$ cat config.mk
export PLATFORM = sky130hd
export DESIGN_NAME = vec_seq_ctrl
export DESIGN_NICKNAME = d
export VERILOG_FILES = /design/src/rtl/vec_seq_pkg.sv /design/src/rtl/vec_elem_alu.sv /design/src/rtl/vec_seq_ctrl.sv
export SDC_FILE = /design/constraint.sdc
export NUM_CORES = 1
export LEC_CHECK = 0
export BUFFER_PORTS_ARGS = -buffer_cell sky130_fd_sc_hd__buf_2
export CAP_MARGIN = 40
export CORE_UTILIZATION = 40
export CTS_CLUSTER_DIAMETER = 80
export CTS_CLUSTER_SIZE = 24
export DETAILED_ROUTE_END_ITERATION = 6
export PLACE_DENSITY = 0.75
export SKIP_CTS_REPAIR_TIMING = 1
export SLEW_MARGIN = 20
export SYNTH_ARGS = -nofsm -noshare
export SYNTH_HDL_FRONTEND = slang
export SYNTH_SLANG_ARGS = --single-unit
$ cat constraint.sdc
create_clock -name clk -period 8.8 [get_ports clk]
set_input_delay 2.2 -clock clk [delete_from_list [all_inputs] [get_ports clk]]
set_output_delay 2.2 -clock clk [all_outputs]
set_load 0.02 [all_outputs]
$ cat src/rtl/vec_seq_pkg.sv
// vec_seq_pkg: op codes, FSM states and default sizes for the vector sequencer.
// VSEQ_REDUCE_EN selects VRSUM (sum reduction) for op 11 instead of VORRS.
package vec_seq_pkg;
  localparam int VSEQ_DW    = 32;
  localparam int VSEQ_VLEN  = 5;
  localparam int VSEQ_NVREG = 4;
  typedef enum logic [1:0] {
    OP_ADDS = 2'b00,
    OP_SUBS = 2'b01,
    OP_ANDS = 2'b10,
`ifdef VSEQ_REDUCE_EN
    OP_RSUM = 2'b11
`else
    OP_ORRS = 2'b11
`endif
  } op_e;
  typedef enum logic [1:0] {
    ST_IDLE  = 2'b00,
    ST_READ  = 2'b01,
    ST_WRITE = 2'b10,
    ST_DONE  = 2'b11
  } state_e;
endpackage

$ cat src/rtl/vec_elem_alu.sv
// vec_elem_alu: combinational element-by-scalar operation, modulo 2^DW.
// With VSEQ_REDUCE_EN, op 11 adds (b carries the running sum); otherwise it ORs.
module vec_elem_alu
  import vec_seq_pkg::*;
#(
  parameter int DW = VSEQ_DW
) (
  input  op_e           op,
  input  logic [DW-1:0] a,
  input  logic [DW-1:0] b,
  output logic [DW-1:0] y
);
  always_comb
    y = (op == OP_ADDS) ? a + b :
        (op == OP_SUBS) ? a - b :
        (op == OP_ANDS) ? a & b :
`ifdef VSEQ_REDUCE_EN
        a + b;
`else
        a | b;
`endif
endmodule

$ cat src/rtl/vec_seq_ctrl.sv
// vec_seq_ctrl: reads one vector register element by element, applies op with a scalar,
// writes the result back in a single cycle. VSEQ_REDUCE_EN adds the VRSUM reduction.
module vec_seq_ctrl
  import vec_seq_pkg::*;
#(
  parameter int DW    = VSEQ_DW,
  parameter int VLEN  = VSEQ_VLEN,
  parameter int NVREG = VSEQ_NVREG
) (
  input  logic                       clk,
  input  logic                       reset_n,
  input  logic                       start,
  input  logic [1:0]                 op,
  input  logic [$clog2(NVREG)-1:0]   vs,
  input  logic [$clog2(NVREG)-1:0]   vd,
  input  logic [DW-1:0]              scalar,
  input  logic [VLEN*DW-1:0]         rf_rdata,
  output logic [$clog2(NVREG)-1:0]   rf_va,
  output logic                       rf_we,
  output logic [$clog2(NVREG)-1:0]   rf_vd,
  output logic [VLEN*DW-1:0]         rf_wdata,
  output logic                       busy,
  output logic                       done,
  output logic [DW-1:0]              red_result
);
  localparam int IW = (VLEN > 1) ? $clog2(VLEN) : 1;
  localparam int RW = $clog2(NVREG);
  state_e             state_q, state_d;
  op_e                op_q;
  logic [RW-1:0]      vs_q, vd_q;
  logic [DW-1:0]      scalar_q, elem, alu_b, alu_y;
  logic [IW-1:0]      idx_q;
  logic [VLEN*DW-1:0] buf_q, buf_d;
  logic               accept, rd, last, rsum;
  assign accept = (state_q == ST_IDLE) && start;
  assign rd     = (state_q == ST_READ);
  assign last   = (idx_q == IW'(VLEN - 1));
  assign elem   = rf_rdata[idx_q*DW +: DW];
`ifdef VSEQ_REDUCE_EN
  logic [DW-1:0] red_q;
  assign rsum       = (op_q == OP_RSUM);
  assign alu_b      = rsum ? red_q : scalar_q;
  assign red_result = red_q;
  // The ALU doubles as the accumulator adder: b is the running sum during VRSUM.
  always_ff @(posedge clk or negedge reset_n)
    if (!reset_n) red_q <= '0;
    else if (accept && op_e'(op) == OP_RSUM) red_q <= '0;
    else if (rd && rsum) red_q <= alu_y;
`else
  assign rsum       = 1'b0;
  assign alu_b      = scalar_q;
  assign red_result = '0;
`endif
  vec_elem_alu #(.DW(DW)) u_alu (
    .op (op_q),
    .a  (elem),
    .b  (alu_b),
    .y  (alu_y)
  );
  always_comb begin
    state_d = state_q;
    case (state_q)
      ST_IDLE:  state_d = start ? ST_READ : ST_IDLE;
      ST_READ:  state_d = !last ? ST_READ : rsum ? ST_DONE : ST_WRITE;
      ST_WRITE: state_d = ST_DONE;
      default:  state_d = ST_IDLE;
    endcase
  end
  always_comb begin
    buf_d = buf_q;
    if (rd && !rsum) buf_d[idx_q*DW +: DW] = alu_y;
  end
  always_ff @(posedge clk or negedge reset_n)
    if (!reset_n) begin
      state_q  <= ST_IDLE;
      op_q     <= OP_ADDS;
      vs_q     <= '0;
      vd_q     <= '0;
      scalar_q <= '0;
      idx_q    <= '0;
      buf_q    <= '0;
    end else begin
      state_q <= state_d;
      buf_q   <= buf_d;
      if (accept) begin
        op_q     <= op_e'(op);
        vs_q     <= vs;
        vd_q     <= vd;
        scalar_q <= scalar;
        idx_q    <= '0;
      end else if (rd) begin
        idx_q <= last ? '0 : idx_q + IW'(1);
      end
    end
  assign busy     = (state_q != ST_IDLE);
  assign done     = (state_q == ST_DONE);
  assign rf_we    = (state_q == ST_WRITE);
  assign rf_vd    = vd_q;
  assign rf_wdata = buf_q;
  assign rf_va    = busy ? vs_q : vs;
endmodule

==> impl_metrics.yaml, run 1 <==
floorplan:
  coreArea_mm2: 0.0345
  fp.dieW_um: 189
  initial_core_util_pct: 40.5
  ios: 400
  die_h_um: 189
  rows: 68
  dieArea_mm2: 0.0356
critical_path:
  crit_slowest_cell: "a2111oi_0"
  crit_required_ns: 9.18
  crit_chain: "buf_2, mux2i_1, nor2_1, a21oi_1, o22a_1, ha_1, inv_1, a2111oi_0, nand2_1, o2bb2ai_1, o21ai_1, a211oi_1, mux2i_1, a211oi_1, o21ai_0"
  crit_type: "input pin to flip-flop"
  cp.arrival_ns: 6.04
  start_kind: "input pin"
  worst-path-max-fanout: 13
  reg2reg_depth: 15
  critPathMaxStageDelay_ns: 0.61
  endpoint_kind: "flip-flop"
global_route:
  grt_max_degree: 73
  overflow: 0
  grt_usage_pct: 26.9
  antenna_found_initial: 3
  grt_pass1_wl_um: 74700
  grt_pass1_vias: 12900
final_layout:
  utilization_pct: 48.4
  syn_to_final_growth_pct: 19.5
  drive_gt1_share_pct: 24.5
  n_fill_cell: 3386
  nNetsFinal: 2240
yosys:
  synthTopCellsByArea: "dfrtp_1 (36%), ha_1 (10%), o21ai_0 (6.4%)"
  yosys_warnings: 0
  syn_area_mm2: 0.0139
  syn_inst: 1597
  yosys.area.top_type: "dfrtp_1"
  yosysMostFrequentCell: "nand2_1"
  synth_commonest_cells: "nand2_1 (208), dfrtp_1 (203), o21ai_0 (177)"
  yosysTopAreaCellShare_pct: 36.4
  synth-edff-count: 0
  synthDistinctLibCells: 81
  ys_async_sr_fraction_pct: 100
  avgSynthCellArea_um2: 8.73
  ys.flop_type: "dfrtp_1"
  ys_ff_latch: 203
  seq_area_frac_synth_pct: 36.4
clock_network:
  cts.sinks: 203
  root_buffer: "clkbuf_16"
  clk_pin_slew_ns: 0.10
  cts_tree: "built"
  cts_max_level: 1
  numCtsBuffers: 15
  clockBufferDepth: 3
  clk_latency_ns: 0.52
placement:
  place.gp.congestion: 0.981
  portBuffers: 367
  hpwlAfterDp_um: 38100
detailed_routing:
  drt_first_pass_iters: 5
  wirelength_um: 48800
  postRouteAntennaNets: 0
  wl_per_cell_um: 20.5
  viasPerCell: 5.55
  drt_iter0_markers: 1001
  dr_total_vias: 13200
  drc: 0
timing:
  fin_setup_tns_ns: 0
  fin_crit_ns: 5.66
  relSlewSlack_pct: 41.9
  drv_slew: 0
  finalHoldViolations: 0
  rsz0062_at_grt: "false"
  worst_pin_slew_ns: 0.865
  finalCritPeriodShare_pct: 64.3
  finClkSkew_ns: 0.0543
  finalSetupViolations: 0
  fmax_mhz: 177
hold_path:
  min_delay_path_depth: 2
  hp-class: "flip-flop to flip-flop"
flow_run:
  max_cap_viol_count: 0
outcome:
  status: "completed"
## registers in the layout, indices dropped and copies added (netlist names)
name      flops
alu_b        32
idx_q         3
op_q          2
rf_vd         2
rf_wdata    160
state_q       2
vs_q          2
## worst paths after layout
check	from	end	slack, ns
max in group asynchronous	reset_n	alu_b[7]	5.95
hold / removal	rf_wdata[136]	rf_wdata[136]	0.48
setup / recovery	rf_rdata[137]	rf_wdata[92]	3.14
setup reg to reg	idx_q[2]	rf_wdata[92]	3.35
hold reg to reg	rf_wdata[136]	rf_wdata[136]	0.48
min in group asynchronous	reset_n	rf_wdata[91]	1.64
## through the flow
stage	setup WS [ns]	std cells	hold slack (ns)	cell area, µm²
after floorplan	3.24	1628	0.477	14100
after global placement	2.76	2348	0.446	16100
after detailed placement	2.69	2359	0.466	16200
after CTS	3.20	2380	0.487	16700
after global routing	2.79	2382	0.503	16700
final	3.14	2382	0.481	16700
## area by class of cell
class / instances / area (µm²) / area share, %
inverters: 111 / 417 / 2.50
repair buffers: 399 / 2160 / 13.0
multi-input cells: 1192 / 7990 / 47.9
clock inverters: 4 / 52.6 / 0.315
well taps: 455 / 569 / 3.41
clock buffers: 17 / 393 / 2.36
diodes: 1 / 2.50 / 0.0150
flip-flops and latches: 203 / 5090 / 30.5
## worst max-delay path, delay by kind of cell
kind / cells / cell delay, ns
compound gates: 8 / 2.66
fa+ha+maj: 1 / 0.54
mux: 2 / 0.23
simple gates: 2 / 0.22
buf+inv: 2 / 0.19
## logic make-up (layout without fill, tap and decap cells)
family                     Yosys count  in the layout  share of synthesized area [%]
other                                1             33                         0.0269
adders and majority gates          117            117                           10.6
and+or+nand+nor                    420            420                           13.1
DFF                                203            203                           36.4
AOI/OAI and AO/OA                  486            486                           22.1
muxes                              102            102                           8.29
buffers and inverters              233            531                           7.22
xor gates and xnor gates            35             35                           2.20
## cells in the final DEF (no fill, tap or decap), types with 31 or more instances in the layout
cell,count
nand2_1,208
o21ai_0,176
a22o_1,35
buf_2,368
o22a_1,31
nor2_1,113
mux2i_1,68
conb_1,32
a21oi_1,110
inv_1,111
dfrtp_1,200
ha_1,115
## per-layer routing
| layer | GRT usage (%) | vias up | wire (µm) | share of wire (%) |
|---|---|---|---|---|
| met5 | 0 | - | 25 | 0.051 |
| met4 | 7.91 | 4 | 1330 | 2.7 |
| met3 | 3.99 | 75 | 3480 | 7.1 |
| met2 | 45.6 | 581 | 23100 | 47 |
| met1 | 35.4 | 6435 | 20900 | 43 |
| li1 | - | 6136 | - | - |
Power of run 1 is not shown: default switching activity piles up to over one toggle a cycle in this logic, so the estimate is an artifact.
==> run 2, diff against run 1 <==
- clock period: 8.8 -> 5.53 ns (I/O delays scaled with it)
==> impl_metrics.yaml, run 2 (synthesized netlist as in run 1, its figures left out) <==
placement:
  portBuffers: 367
  dp.cells: 2367
  place.gp.congestion: 0.983
  hpwlAfterDp_um: 37300
final_layout:
  syn_to_final_growth_pct: 19.7
  final_common_cell: "buf_2"
  layoutNonFillerInstCount: 2391
  largest_register_ffs: 160
  drive_gt1_share_pct: 24.8
  nNetsFinal: 2247
  mostFrequentLayoutCells: "buf_2 (368), nand2_1 (208), dfrtp_1 (200), o21ai_0 (177), ha_1 (115)"
floorplan:
  ios: 400
  initial_core_util_pct: 40.5
  rows: 68
  fp.dieW_um: 189
  dieArea_mm2: 0.0356
  coreArea_mm2: 0.0345
  die_h_um: 189
timing:
  finClkSkew_ns: 0.0201
  fin_setup_tns_ns: 0
  worst_pin_slew_ns: 0.868
  finalSetupViolations: 0
  finalHoldViolations: 0
  finalCritPeriodShare_pct: 92.9
  drv_slew: 0
  relSlewSlack_pct: 41.6
  rsz0062_at_grt: "false"
  fin_crit_ns: 5.14
  fmax_mhz: 195
critical_path:
  crit_type: "flip-flop to flip-flop"
  critPathMaxStageDelay_ns: 0.67
  crit_buf_inv: 2
  start_kind: "flip-flop"
  endpoint_kind: "flip-flop"
  crit_required_ns: 5.93
  crit_slowest_cell: "dfrtp_4"
  cp.arrival_ns: 5.54
  cp_common_cell: "a21oi_1"
  crit_chain: "inv_1, nor2_2, buf_4, a21oi_1, o22a_1, ha_1, o21ba_1, or4_4, a2111oi_4, o2111ai_1, o211ai_2, a21oi_1, o41ai_2, mux2_2, a221o_1"
  worst-path-max-fanout: 27
  critical_path.top_delay_family: "compound AO/OA/AOI/OAI gates"
  rrSetupSlack_ns: 0.39
global_route:
  antenna_found_initial: 2
  grt_pass1_wl_um: 72800
  grt_max_degree: 92
  grt_pass1_vias: 12500
  grt_usage_pct: 26.3
  overflow: 0
detailed_routing:
  dr_total_vias: 13200
  wl_per_cell_um: 20.1
  drt_iter0_markers: 975
  drt_first_pass_iters: 5
  wirelength_um: 48000
  viasPerCell: 5.52
  postRouteAntennaNets: 0
  drc: 0
clock_network:
  numCtsBuffers: 14
  clockBufferDepth: 3
  clk_pin_slew_ns: 0.10
  cts.sinks: 203
  root_buffer: "clkbuf_16"
  cts_tree: "built"
  clk_latency_ns: 0.51
  cts_max_level: 1
hold_path:
  hp-class: "flip-flop to flip-flop"
outcome:
  status: "completed"
flow_run:
  max_cap_viol_count: 0
## run 2: per-layer routing
| metal | up-vias | share of wire [%] | GRT usage, % |
|---|---|---|---|
| met3 | 72 | 7.0 | 3.04 |
| met4 | 0 | 2.9 | 8.16 |
| met5 | - | 0 | 0 |
| li1 | 6159 | - | - |
| met1 | 6365 | 44 | 35.6 |
| met2 | 606 | 46 | 43.6 |
## run 2: cell type report
cell class	count	area, µm²
Tap cell	455	569
Inverter	111	417
Timing Repair Buffer	407	2180
Clock buffer	15	375
Sequential cell	203	5090
Antenna cell	3	7.51
Clock inverter	5	68.8
Fill cell	3356	17800
Multi-Input combinational cell	1192	7990
## run 2: path summary, 6_finish.rpt
kind | start | endpoint | cells after the start
setup / recovery | idx_q[0] | rf_wdata[95] | 15
max in group asynchronous | reset_n | op_q[0] | 2
hold reg to reg | rf_wdata[14] | rf_wdata[14] | 2
hold / removal | rf_wdata[14] | rf_wdata[14] | 2
min in group asynchronous | reset_n | rf_wdata[143] | 1
setup reg to reg | idx_q[0] | rf_wdata[95] | 15
## run 2: worst reg2reg max path, stage by stage (launching register included)
cell and delay [ns]:
dfrtp_4 0.67, inv_1 0.12, nor2_2 0.32, buf_4 0.38
a21oi_1 0.14, o22a_1 0.28, ha_1 0.34, o21ba_1 0.23
or4_4 0.46, a2111oi_4 0.48, o2111ai_1 0.18, o211ai_2 0.16
a21oi_1 0.18, o41ai_2 0.36, mux2_2 0.42, a221o_1 0.33
## run 2: through the flow
step                hold WS [ns]  setup slack, ns  instance area [µm²]  utilization [%]
floorplan                  0.477            0.788                14100                -
global placement           0.448            0.314                16200             46.9
detailed placement         0.458            0.252                16200             47.1
CTS                        0.480            0.441                16700             48.4
global route               0.504           0.0849                16700             48.5
finish                     0.481            0.394                16700             48.5
Power of run 2 is left out for the same reason.
==> run 3, diff against run 2 <==
- clock period: 5.53 -> 5.6 ns (I/O delays scaled with it)
==> impl_metrics.yaml, run 3 (synthesized netlist as in run 1, its figures left out) <==
outcome:
  status: "completed"
floorplan:
  initial_core_util_pct: 40.5
  rows: 68
  die_h_um: 189
  dieArea_mm2: 0.0356
  fp.dieW_um: 189
  coreArea_mm2: 0.0345
  ios: 400
critical_path:
  endpoint_kind: "flip-flop"
  start_kind: "input pin"
  cp_common_cell: "a21oi_1"
  critical_path.top_delay_family: "compound AO/OA/AOI/OAI gates"
  worstReg2RegStart: "idx_q[2]"
  crit_chain: "buf_2, mux2i_1, nor2_1, a21oi_1, o22a_1, inv_1, ha_1, inv_1, fa_1, nand2b_1, a21oi_1, o21ai_0, o211ai_1, a21oi_1, o21ai_1, a21boi_0, o21ai_0, xnor2_1, a221o_1"
  rrSetupSlack_ns: 0.70
  rr_endpoint: "rf_wdata[60]"
  crit_type: "input pin to flip-flop"
  worst-path-max-fanout: 5
  reg2reg_depth: 17
  crit_buf_inv: 3
  critPathMaxStageDelay_ns: 0.51
  crit_slowest_cell: "xnor2_1"
  crit_required_ns: 6.05
  cp.arrival_ns: 5.38
final_layout:
  utilization_pct: 48.4
  nNetsFinal: 2249
  drive_gt1_share_pct: 24.9
  final_common_cell: "buf_2"
  mostFrequentLayoutCells: "buf_2 (368), nand2_1 (208), dfrtp_1 (200), o21ai_0 (177), ha_1 (115)"
  largest_register_ffs: 160
  syn_to_final_growth_pct: 19.7
detailed_routing:
  dr_total_vias: 13200
  postRouteAntennaNets: 0
  viasPerCell: 5.52
  drt_iter0_markers: 971
  drc: 0
  wirelength_um: 48200
  drt_first_pass_iters: 6
  wl_per_cell_um: 20.2
global_route:
  grt_pass1_wl_um: 74900
  antenna_found_initial: 2
  grt_usage_pct: 26.9
  overflow: 0
  grt_max_degree: 84
  grt_pass1_vias: 12900
timing:
  fin_crit_ns: 4.93
  fin_setup_tns_ns: 0
  rsz0062_at_grt: "false"
  finClkSkew_ns: 0.0442
  relSlewSlack_pct: 45.2
  finalCritPeriodShare_pct: 88.1
  fmax_mhz: 203
  worst_pin_slew_ns: 0.822
  finalSetupViolations: 0
  finalHoldViolations: 0
  drv_slew: 0
hold_path:
  hold_end: "rf_wdata[113]"
  min_delay_path_depth: 2
  worstHoldStart: "rf_wdata[113]"
  hp-class: "flip-flop to flip-flop"
clock_network:
  cts_tree: "built"
  clk_pin_slew_ns: 0.09
  clk_latency_ns: 0.51
  numCtsBuffers: 15
  root_buffer: "clkbuf_16"
  cts_max_level: 1
  clockBufferDepth: 3
  cts.sinks: 203
flow_run:
  max_cap_viol_count: 0
placement:
  hpwlAfterDp_um: 37700
  place.gp.congestion: 0.942
  portBuffers: 367
## run 3: tightest hold or removal path, delay by kind of cell (launching register included)
kind            cells  cell delay (ns)
simple gates        1             0.04
flops               1             0.35
compound gates      1             0.06
## run 3: per-layer routing
metal / up-vias / track usage [%] / wire [µm]
met4: 2 / 5.61 / 940
met3: 57 / 4.04 / 3360
met2: 560 / 45.8 / 23000
met5: - / 0 / 13
met1: 6429 / 35.9 / 20900
li1: 6158 / - / -
## run 3: area by class of cell
cell class,count,area [µm²]
diodes,1,2.50
clock buffers,15,375
clock inverters,6,53.8
fillers,3332,17800
inverters,111,417
multi-input cells,1192,7990
flip-flops and latches,203,5090
well taps,455,569
repair buffers,408,2200
## run 3: worst max path at each step
stage	from	end	depth (start not counted)
floorplan	rf_rdata[98]	rf_wdata[63]	12
global placement	rf_rdata[128]	rf_wdata[154]	20
detailed placement	rf_rdata[128]	rf_wdata[26]	20
CTS	idx_q[2]	rf_wdata[60]	18
global route	idx_q[2]	rf_wdata[60]	18
finish	rf_rdata[128]	rf_wdata[56]	19
## run 3: metrics by stage
step / hold slack [ns] / cell area [µm²] / std cells / worst slack, ns
3_3_place_gp: 0.447 / 16200 / 2363 / 0.332
3_5_place_dp: 0.461 / 16200 / 2366 / 0.270
5_1_grt: 0.510 / 16700 / 2391 / 0.356
6_report: 0.480 / 16700 / 2391 / 0.669
2_1_floorplan: 0.477 / 14100 / 1628 / 0.841
4_1_cts: 0.484 / 16700 / 2387 / 0.725
Power of run 3 is left out for the same reason.
